`config.mk`:
```
export PLATFORM = sky130hd
export DESIGN_NAME = sram_port_arbiter_flat
export DESIGN_NICKNAME = d
export VERILOG_FILES = /design/src/rtl/sram_port_arbiter_if.sv /design/src/rtl/sram_port_arbiter.sv /design/src/flat_wrapper.sv
export SDC_FILE = /design/constraint.sdc
export NUM_CORES = 1
export LEC_CHECK = 0
export ABC_AREA = 1
export BUFFER_PORTS_ARGS = -buffer_cell sky130_fd_sc_hd__buf_2
export CAP_MARGIN = 15
export CORE_ASPECT_RATIO = 1.5
export CORE_UTILIZATION = 35
export CTS_CLUSTER_DIAMETER = 200
export DETAILED_ROUTE_END_ITERATION = 16
export GPL_TIMING_DRIVEN = 0
export PLACE_DENSITY = 0.66
export SETUP_SLACK_MARGIN = 0.15
export SLEW_MARGIN = 20
export SYNTH_ARGS = -nofsm -noshare
export SYNTH_HDL_FRONTEND = slang
export SYNTH_SLANG_ARGS = --single-unit
```
`constraint.sdc`:
```
create_clock -name clk_i -period 2.91 [get_ports clk_i]
set_input_delay 0 -clock clk_i [delete_from_list [all_inputs] [get_ports clk_i]]
set_output_delay 0 -clock clk_i [all_outputs]
set_load 0.01 [all_outputs]
```
`src/rtl/sram_port_arbiter_if.sv`:
```
// sram_port_arbiter_if: requester and SRAM-controller signals of the two-port SRAM arbiter
interface sram_port_arbiter_if #(
    parameter int ADDR_BITS = 16,
    parameter int DATA_BITS = 16
);
    logic                 m0_req_i;
    logic                 m0_we_i;
    logic [ADDR_BITS-1:0] m0_addr_i;
    logic [DATA_BITS-1:0] m0_data_i;
    logic [DATA_BITS-1:0] m0_mask_i;
    logic                 m0_ack_o;
    logic [DATA_BITS-1:0] m0_data_o;
    logic                 m1_req_i;
    logic                 m1_we_i;
    logic [ADDR_BITS-1:0] m1_addr_i;
    logic [DATA_BITS-1:0] m1_data_i;
    logic [DATA_BITS-1:0] m1_mask_i;
    logic                 m1_ack_o;
    logic [DATA_BITS-1:0] m1_data_o;
    logic                 mem_write_o;
    logic [ADDR_BITS-1:0] mem_addr_o;
    logic [DATA_BITS-1:0] mem_data_o;
    logic [DATA_BITS-1:0] mem_mask_o;
    logic [DATA_BITS-1:0] mem_data_i;
    logic                 busy_o;
    modport slave (
        input  m0_req_i, m0_we_i, m0_addr_i, m0_data_i, m0_mask_i,
        input  m1_req_i, m1_we_i, m1_addr_i, m1_data_i, m1_mask_i,
        input  mem_data_i,
        output m0_ack_o, m0_data_o, m1_ack_o, m1_data_o,
        output mem_write_o, mem_addr_o, mem_data_o, mem_mask_o, busy_o
    );
    modport master (
        output m0_req_i, m0_we_i, m0_addr_i, m0_data_i, m0_mask_i,
        output m1_req_i, m1_we_i, m1_addr_i, m1_data_i, m1_mask_i,
        output mem_data_i,
        input  m0_ack_o, m0_data_o, m1_ack_o, m1_data_o,
        input  mem_write_o, mem_addr_o, mem_data_o, mem_mask_o, busy_o
    );
endinterface

```
`src/rtl/sram_port_arbiter.sv`:
```
// sram_port_arbiter: round-robin sharing of one SRAM controller between two req/ack ports
module sram_port_arbiter #(
    parameter int ADDR_BITS     = 16,
    parameter int DATA_BITS     = 16,
    parameter int ACCESS_CYCLES = 2
) (
    input logic                clk_i,
    input logic                reset_ni,
    sram_port_arbiter_if.slave bus
);
    localparam logic [1:0] IDLE   = 2'd0;
    localparam logic [1:0] ACCESS = 2'd1;
    localparam logic [1:0] RESP   = 2'd2;
    localparam logic [3:0] LAST   = 4'(ACCESS_CYCLES - 1);

    logic [1:0]           state_q, state_d;
    logic [3:0]           cnt_q, cnt_d;
    logic                 last_q, last_d;
    logic                 gnt_q, gnt_d;
    logic                 we_q, we_d;
    logic [ADDR_BITS-1:0] addr_q, addr_d;
    logic [DATA_BITS-1:0] data_q, data_d;
    logic [DATA_BITS-1:0] mask_q, mask_d;
    logic [DATA_BITS-1:0] rd0_q, rd0_d;
    logic [DATA_BITS-1:0] rd1_q, rd1_d;
    logic                 pick;

    // on contention the port that did not win last time goes first
    assign pick = (bus.m0_req_i && bus.m1_req_i) ? ~last_q : bus.m1_req_i;

    always_comb begin
        state_d = state_q;
        cnt_d   = cnt_q;
        last_d  = last_q;
        gnt_d   = gnt_q;
        we_d    = we_q;
        addr_d  = addr_q;
        data_d  = data_q;
        mask_d  = mask_q;
        rd0_d   = rd0_q;
        rd1_d   = rd1_q;
        if (state_q == IDLE && (bus.m0_req_i || bus.m1_req_i)) begin
            state_d = ACCESS;
            cnt_d   = '0;
            gnt_d   = pick;
            last_d  = pick;
            we_d    = pick ? bus.m1_we_i   : bus.m0_we_i;
            addr_d  = pick ? bus.m1_addr_i : bus.m0_addr_i;
            data_d  = pick ? bus.m1_data_i : bus.m0_data_i;
            mask_d  = pick ? bus.m1_mask_i : bus.m0_mask_i;
        end
        if (state_q == ACCESS) begin
            cnt_d = cnt_q + 4'd1;
            if (cnt_q == LAST) begin
                state_d = RESP;
                rd0_d   = (!we_q && !gnt_q) ? bus.mem_data_i : rd0_q;
                rd1_d   = (!we_q &&  gnt_q) ? bus.mem_data_i : rd1_q;
            end
        end
        if (state_q[1])
            state_d = IDLE;
    end

    always_ff @(posedge clk_i) begin
        if (!reset_ni) begin
            state_q <= IDLE;
            cnt_q   <= '0;
            last_q  <= 1'b1;
            gnt_q   <= 1'b0;
            we_q    <= 1'b0;
            addr_q  <= '0;
            data_q  <= '0;
            mask_q  <= '0;
            rd0_q   <= '0;
            rd1_q   <= '0;
        end else begin
            state_q <= state_d;
            cnt_q   <= cnt_d;
            last_q  <= last_d;
            gnt_q   <= gnt_d;
            we_q    <= we_d;
            addr_q  <= addr_d;
            data_q  <= data_d;
            mask_q  <= mask_d;
            rd0_q   <= rd0_d;
            rd1_q   <= rd1_d;
        end
    end

    assign bus.mem_write_o = (state_q == ACCESS) && we_q;
    assign bus.mem_mask_o  = (state_q == ACCESS) ? mask_q : '0;
    assign bus.mem_addr_o  = addr_q;
    assign bus.mem_data_o  = data_q;
    assign bus.m0_ack_o    = (state_q == RESP) && !gnt_q;
    assign bus.m1_ack_o    = (state_q == RESP) && gnt_q;
    assign bus.m0_data_o   = rd0_q;
    assign bus.m1_data_o   = rd1_q;
    assign bus.busy_o      = state_q != IDLE;
endmodule

```
`src/flat_wrapper.sv`:
```
// flat-port wrapper written by rule: the top's interface ports become plain ports
module sram_port_arbiter_flat 
#(
    parameter int ADDR_BITS     = 16,
    parameter int DATA_BITS     = 16,
    parameter int ACCESS_CYCLES = 2
)
  (clk_i, reset_ni, bus_m0_req_i, bus_m0_we_i, bus_m0_addr_i, bus_m0_data_i, bus_m0_mask_i, bus_m1_req_i, bus_m1_we_i, bus_m1_addr_i, bus_m1_data_i, bus_m1_mask_i, bus_mem_data_i, bus_m0_ack_o, bus_m0_data_o, bus_m1_ack_o, bus_m1_data_o, bus_mem_write_o, bus_mem_addr_o, bus_mem_data_o, bus_mem_mask_o, bus_busy_o);
  sram_port_arbiter_if #(.ADDR_BITS(ADDR_BITS), .DATA_BITS(DATA_BITS)) bus_i ();
  input logic clk_i;
  input logic reset_ni;
  input wire logic [$bits(bus_i.m0_req_i)-1:0] bus_m0_req_i;
  input wire logic [$bits(bus_i.m0_we_i)-1:0] bus_m0_we_i;
  input wire logic [$bits(bus_i.m0_addr_i)-1:0] bus_m0_addr_i;
  input wire logic [$bits(bus_i.m0_data_i)-1:0] bus_m0_data_i;
  input wire logic [$bits(bus_i.m0_mask_i)-1:0] bus_m0_mask_i;
  input wire logic [$bits(bus_i.m1_req_i)-1:0] bus_m1_req_i;
  input wire logic [$bits(bus_i.m1_we_i)-1:0] bus_m1_we_i;
  input wire logic [$bits(bus_i.m1_addr_i)-1:0] bus_m1_addr_i;
  input wire logic [$bits(bus_i.m1_data_i)-1:0] bus_m1_data_i;
  input wire logic [$bits(bus_i.m1_mask_i)-1:0] bus_m1_mask_i;
  input wire logic [$bits(bus_i.mem_data_i)-1:0] bus_mem_data_i;
  output wire logic [$bits(bus_i.m0_ack_o)-1:0] bus_m0_ack_o;
  output wire logic [$bits(bus_i.m0_data_o)-1:0] bus_m0_data_o;
  output wire logic [$bits(bus_i.m1_ack_o)-1:0] bus_m1_ack_o;
  output wire logic [$bits(bus_i.m1_data_o)-1:0] bus_m1_data_o;
  output wire logic [$bits(bus_i.mem_write_o)-1:0] bus_mem_write_o;
  output wire logic [$bits(bus_i.mem_addr_o)-1:0] bus_mem_addr_o;
  output wire logic [$bits(bus_i.mem_data_o)-1:0] bus_mem_data_o;
  output wire logic [$bits(bus_i.mem_mask_o)-1:0] bus_mem_mask_o;
  output wire logic [$bits(bus_i.busy_o)-1:0] bus_busy_o;
  assign bus_i.m0_req_i = bus_m0_req_i;
  assign bus_i.m0_we_i = bus_m0_we_i;
  assign bus_i.m0_addr_i = bus_m0_addr_i;
  assign bus_i.m0_data_i = bus_m0_data_i;
  assign bus_i.m0_mask_i = bus_m0_mask_i;
  assign bus_i.m1_req_i = bus_m1_req_i;
  assign bus_i.m1_we_i = bus_m1_we_i;
  assign bus_i.m1_addr_i = bus_m1_addr_i;
  assign bus_i.m1_data_i = bus_m1_data_i;
  assign bus_i.m1_mask_i = bus_m1_mask_i;
  assign bus_i.mem_data_i = bus_mem_data_i;
  assign bus_m0_ack_o = bus_i.m0_ack_o;
  assign bus_m0_data_o = bus_i.m0_data_o;
  assign bus_m1_ack_o = bus_i.m1_ack_o;
  assign bus_m1_data_o = bus_i.m1_data_o;
  assign bus_mem_write_o = bus_i.mem_write_o;
  assign bus_mem_addr_o = bus_i.mem_addr_o;
  assign bus_mem_data_o = bus_i.mem_data_o;
  assign bus_mem_mask_o = bus_i.mem_mask_o;
  assign bus_busy_o = bus_i.busy_o;
  sram_port_arbiter #(.ADDR_BITS(ADDR_BITS), .DATA_BITS(DATA_BITS), .ACCESS_CYCLES(ACCESS_CYCLES)) u_core (.clk_i(clk_i), .reset_ni(reset_ni), .bus(bus_i));
endmodule
```
==> qor.yml, run 1 <==
power_and_ir_drop:
  peakVddDrop_mv: 0.299
  seq_power_share_pct: 38.6
  p_int_uw: 2580
  leakagePower_uw: 0.00344
  power.density_nw_per_um2: 538
  comb_power_share_pct: 24.6
  power.total_uw: 3580
  pwr-share-clk_pct: 36.9
  switching_power_uw: 1000
  p_sw_share_pct: 28.0
logic_synthesis:
  synth-simple-area-share_pct: 34.3
  synthMuxAreaShare_pct: 0
  netlist_area_um2: 4160
  syn-instance-count: 609
  ys_warn_count: 0
  async_reset_ff_share_pct: 0
  syn_avg_cell_area_um2: 6.83
  yosys_most_used_dff: "dfxtp_1"
  synth_nets: 729
  synth_edf_count: 0
  synth_cell_types: 24
  synth_compound_area_share_pct: 12.6
  ys_seq_area_share_pct: 42.8
  synth_fa_ha_area_share_pct: 0.601
  synth-xor-area-share_pct: 0
  synth_top_family_by_area: "simple AND/OR/NAND/NOR gates"
  synth-seq-cells: 89
clocking:
  cts_buffers: 9
  post_cts_buffers: 0
  clock_path_buffers: 2
  cts_resized: 0
  cts_root_buf: "clkbuf_16"
  cts_max_level: 3
  clock-sinks: 89
  cts_tree: "yes"
  clk_pin_slew_ps: 70
  clk_latency_ps: 340
critical_path:
  cp.required_ps: 3190
  cp_slowest_cell: "dlygate4sd3_1"
  cp_num_buf_inv: 3
  critPathKind: "reg -> reg"
  cp_max_fo: 10
  crit_top_cell: "nand2_1"
  cpPeakStageDelay_ps: 590
  cp-end-kind: "register"
  cp-start-kind: "register"
  cp_cell_sequence: "nand2_1 > nand2_1 > inv_1 > clkbuf_1 > a21oi_1 > dlygate4sd3_1 > nor2_1"
  worst_ep_arrival_time_ps: 2280
  path_delay_family: "buffers and inverters"
timing:
  setup_viol: 0
  whs_ps: 6.90
  slew_violations: 0
  rsz0062_at_grt: "no"
  min_period_ps: 2000
  slew_headroom_pct: 66.8
  tightest_slew_ps: 497
  final.setup.tns_ps: 0
  hold_violations: 0
  min_period_over_period_pct: 68.7
  timing.fmax_mhz: 500
  skew_ps: 7.82
grt:
  grt.busiest_layer: "met2"
  use_met3_pct: 6.51
  grtUsageMet2_pct: 45.6
  overflow: 0
  grt_pass1_vias: 5085
  grtUsageTotal_pct: 23.8
  grtUsageMet1_pct: 23.7
  grt_antenna_before_repair: 0
  grt_pass1_wl_um: 23300
  grt_start_max_net_pins: 15
drt:
  drtIter0Drc: 195
  drcViolationCount: 0
  viasPerCell: 4.74
  dr.pass1.iters: 5
  routedWlPerCell_um: 13.6
  route.vias.total: 5081
  wirelength_um: 14500
  detail-route-antenna-nets: 0
finish:
  fill_cells: 1104
  drive_gt1_share_pct: 27.5
  n_antenna_cell: 0
  syn_to_final_growth_pct: 60.0
  fin_nets: 1037
  utilization_pct: 57.7
outcome:
  status: "complete, no violations"
placement:
  io_buffers: 200
  dp_hpwl_um: 10200
  gp_congestion: 0.835
die:
  rows: 48
  core_area_um2: 11500
  dieArea_um2: 12300
  ios: 202
  die_y_um: 136
  initial_core_util_pct: 36.1
  die_x_um: 91.0
hold_path:
  min_path_type: "in -> reg"
job:
  drv_cap: 0
## cells in the final DEF (no fill, tap or decap), drive strengths merged
master / count
bufinv: 3
clkbuf: 24
dfxtp: 89
dlygate4sd3: 97
nor2: 142
ha: 2
nor3: 2
or2: 1
nand2: 143
and3: 1
o21ai: 51
nand4: 33
inv: 44
clkinv: 2
a21oi: 54
buf: 228
nand3: 6
## synthesized netlist by cell type (6+ instances only)
cell type    n  share of area, %
a21oi_1     54               6.5
buf_2       13               1.6
buf_4        6               1.1
buf_6        6               1.6
clkbuf_1    13               1.2
dfxtp_1     89                43
inv_1       39               3.5
nand2_1    142                13
nand4_1     33               5.0
nor2_1     135                12
o21ai_0     39               4.7
o21ai_1     12               1.4
## power by group through the flow
stage	combinational (µW)	clock (µW)	sequential [µW]
global placement	704	0	1400
detailed placement	709	0	1400
CTS	863	1340	1380
global route	972	1390	1390
finish	880	1320	1380
floorplan	407	0	1430
## state kept, by name (all words and copies together) (netlist names)
name / cells
u_core.bus.m0_data_o: 16
u_core.bus.m1_data_o: 16
u_core.bus.mem_addr_o: 16
u_core.bus.mem_data_o: 16
u_core.mask_q: 16
u_core.cnt_q: 4
u_core.state_q: 2
u_core.gnt_q: 1
u_core.last_q: 1
u_core.we_q: 1
## per-stage QoR
stage               instance area, µm²  instances  worst slack (ps)
floorplan                         4160        609              1580
global placement                  5350        959              1350
detailed placement                5350        959              1310
CTS                               6660       1072               930
global route                      6660       1072               753
finish                            6660       1072               910
## cell type report
| type | count | area, µm² | area share, % |
|---|---|---|---|
| Clock inverter | 5 | 104 | 1.56 |
| Multi-Input combinational cell | 435 | 1980 | 29.7 |
| Timing Repair Buffer | 297 | 1970 | 29.6 |
| Inverter | 44 | 165 | 2.48 |
| Clock buffer | 11 | 233 | 3.50 |
| Tap cell | 150 | 188 | 2.82 |
| Buffer | 41 | 238 | 3.57 |
| Sequential cell | 89 | 1780 | 26.8 |
## worst reg2reg max path, cell delays in order (launching register included)
cell           delay (ps)
dfxtp_1               320
nand2_1                50
nand2_1               130
inv_1                 200
clkbuf_1              400
a21oi_1               160
dlygate4sd3_1         590
nor2_1                 90
## layer usage
layer	up-vias	part of all wire [%]
met4	0	3.4
met2	205	52
li1	2552	-
met5	-	0
met1	2282	38
met3	42	6.9
## cells by family after synthesis
kind of cell,after synthesis
adders and majority gates,2
and+or+nand+nor,328
AOI/OAI and AO/OA,105
DFF,89
buffers and inverters,85
## path summary, 6_finish.rpt
kind / start / endpoint / slack [ps] / cells past startpoint
worst max-delay path: u_core.last_q / u_core.bus.mem_addr_o[9] / 910 / 7
worst min register to register: u_core.bus.m1_data_o[8] / u_core.bus.m1_data_o[8] / 470 / 2
worst max register to register: u_core.last_q / u_core.bus.mem_addr_o[9] / 910 / 7
worst min-delay path: reset_ni / u_core.mask_q[8] / 7 / 3
## repair_timing
item	CTS	global route
endpoints found under the setup margin	0	0
hold buffers	97	0
endpoints found under the hold margin	49	0
(Power assumes the default switching activity.)
==> inputs of run 2 (changes only) <==
--- a/config.mk
+++ b/config.mk
@@ -13,7 +13,7 @@
 export CTS_CLUSTER_DIAMETER = 200
 export DETAILED_ROUTE_END_ITERATION = 16
 export GPL_TIMING_DRIVEN = 0
-export PLACE_DENSITY = 0.66
+export PLACE_DENSITY = 0.69
 export SETUP_SLACK_MARGIN = 0.15
 export SLEW_MARGIN = 20
 export SYNTH_ARGS = -nofsm -noshare
==> constraint.sdc (replaced) <==
create_clock -name clk_i -period 1.8 [get_ports clk_i]
set_input_delay 0 -clock clk_i [delete_from_list [all_inputs] [get_ports clk_i]]
set_output_delay 0 -clock clk_i [all_outputs]
set_load 0.01 [all_outputs]
==> run 2 against run 1 <==
Against the previous run:
- design area shrank 0.77%
- sequential power grew 62%
- largest cell class unchanged
- clock power grew 42%
- highest routed layer unchanged
- global-route usage grew 1.2 points
- clock-buffer cell count is the same
==> qor.yml, run 2 (synthesis gave the netlist of run 1 again) <==
timing:
  setup_viol: 0
  slew_headroom_pct: 67.0
  skew_ps: 9.75
  min_period_over_period_pct: 86.3
  min_period_ps: 1550
  hold_violations: 0
  tightest_slew_ps: 496
  final.setup.tns_ps: 0
  slew_violations: 0
  rsz0062_at_grt: "no"
  timing.fmax_mhz: 644
finish:
  utilization_pct: 57.3
  final_area_um2: 6610
  n_antenna_cell: 0
  layout_commonest_cell: "buf_2"
  multi_input_comb_area_um2: 1980
  final_cells: 1071
  seqCellArea_um2: 1780
  fill_cells: 1074
  drive_gt1_share_pct: 27.9
  final_cell_mix: "buf_2, nand2_1, nor2_1"
  fin_nets: 1036
  syn_to_final_growth_pct: 58.7
clocking:
  cts_buffers: 9
  clock-sinks: 89
  cts_max_level: 3
  clk_pin_slew_ps: 60
  cts_root_buf: "clkbuf_16"
  cts_tree: "yes"
  clock_path_buffers: 2
  clk_latency_ps: 350
power_and_ir_drop:
  peakVddDrop_mv: 0.459
  power.total_uw: 5450
  leakagePower_uw: 0.00335
  power.density_nw_per_um2: 826
critical_path:
  cp-start-kind: "register"
  worst_ep_arrival_time_ps: 1550
  critPathKind: "reg -> out"
  crit_top_cell: "buf_4"
  cp.required_ps: 1800
  cpPeakStageDelay_ps: 350
  cp_max_fo: 10
  cp_slowest_cell: "dfxtp_2"
  path_delay_family: "buffers and inverters"
  cp-end-kind: "output pin"
  cp_cell_sequence: "inv_2 > nand2_2 > buf_4 > buf_4 > nor2_1 > buf_2"
  cp_num_buf_inv: 4
hold_path:
  min_path_type: "in -> reg"
placement:
  dp_hpwl_um: 10100
  gp_congestion: 0.830
  dp.cells: 959
  io_buffers: 200
  postPlaceCellArea_um2: 5350
die:
  initial_core_util_pct: 36.1
  die_y_um: 136
  die_x_um: 91.0
  ios: 202
  rows: 48
  core_area_um2: 11500
  dieArea_um2: 12300
grt:
  overflow: 0
  grt_start_max_net_pins: 15
  grt_pass1_wl_um: 24400
  grtUsageTotal_pct: 25.1
  grt_pass1_vias: 5340
  grt_antenna_before_repair: 0
drt:
  routedWlPerCell_um: 14.4
  dr.pass1.iters: 5
  detail-route-antenna-nets: 0
  drtIter0Drc: 219
  viasPerCell: 4.86
  route.vias.total: 5210
  drcViolationCount: 0
  wirelength_um: 15500
outcome:
  status: "complete, no violations"
job:
  drv_cap: 0
==> run 2: path summary, 6_finish.rpt <==
kind / start / end / slack [ps] / depth (start not counted)
min: reset_ni / u_core.cnt_q[0] / 6 / 3
min reg2reg: u_core.last_q / u_core.last_q / 470 / 2
max reg2reg: u_core.cnt_q[0] / u_core.bus.m1_data_o[7] / 300 / 7
max: u_core.state_q[1] / bus_mem_mask_o[11] / 250 / 6
==> run 2: stage by stage <==
step           hold slack (ps)  setup slack, ps
3_3_place_gp               221              256
2_1_floorplan              136              467
5_1_grt                   17.7              168
4_1_cts                  0.630              157
6_report                  5.62              247
3_5_place_dp               228              233
==> run 2: layout make-up <==
cell class | count | area share, %
multi-input cells | 435 | 30.0
repair buffers | 296 | 29.7
flip-flops and latches | 89 | 27.0
inverters | 44 | 2.50
clock buffers | 11 | 3.52
well taps | 150 | 2.84
clock inverters | 5 | 0.852
plain buffers | 41 | 3.60
==> run 2: layer usage <==
layer | track usage [%] | wire (µm)
met5 | 0 | 0
met3 | 6.17 | 1240
met2 | 46.3 | 7660
met4 | 15.3 | 785
met1 | 25.2 | 5790
==> run 2: tightest hold or removal path, cell delays in order <==
cell and delay [ps]:
buf_2 170, o21ai_0 90, a21oi_1 40
==> run 2: timing repair <==
| item | CTS | global route |
|---|---|---|
| setup buffers | 0 | 0 |
| hold endpoints to repair | 50 | 0 |
| pin swaps | 0 | 0 |
| resized for setup | 1 | 2 |
| setup endpoints to repair | 10 | 40 |
| hold buffers | 96 | 0 |
==> run 2: power breakdown <==
part	total, µW	internal [µW]	switching [µW]
combinational	1360	593	765
sequential	2230	2140	93.1
clock	1870	1070	791
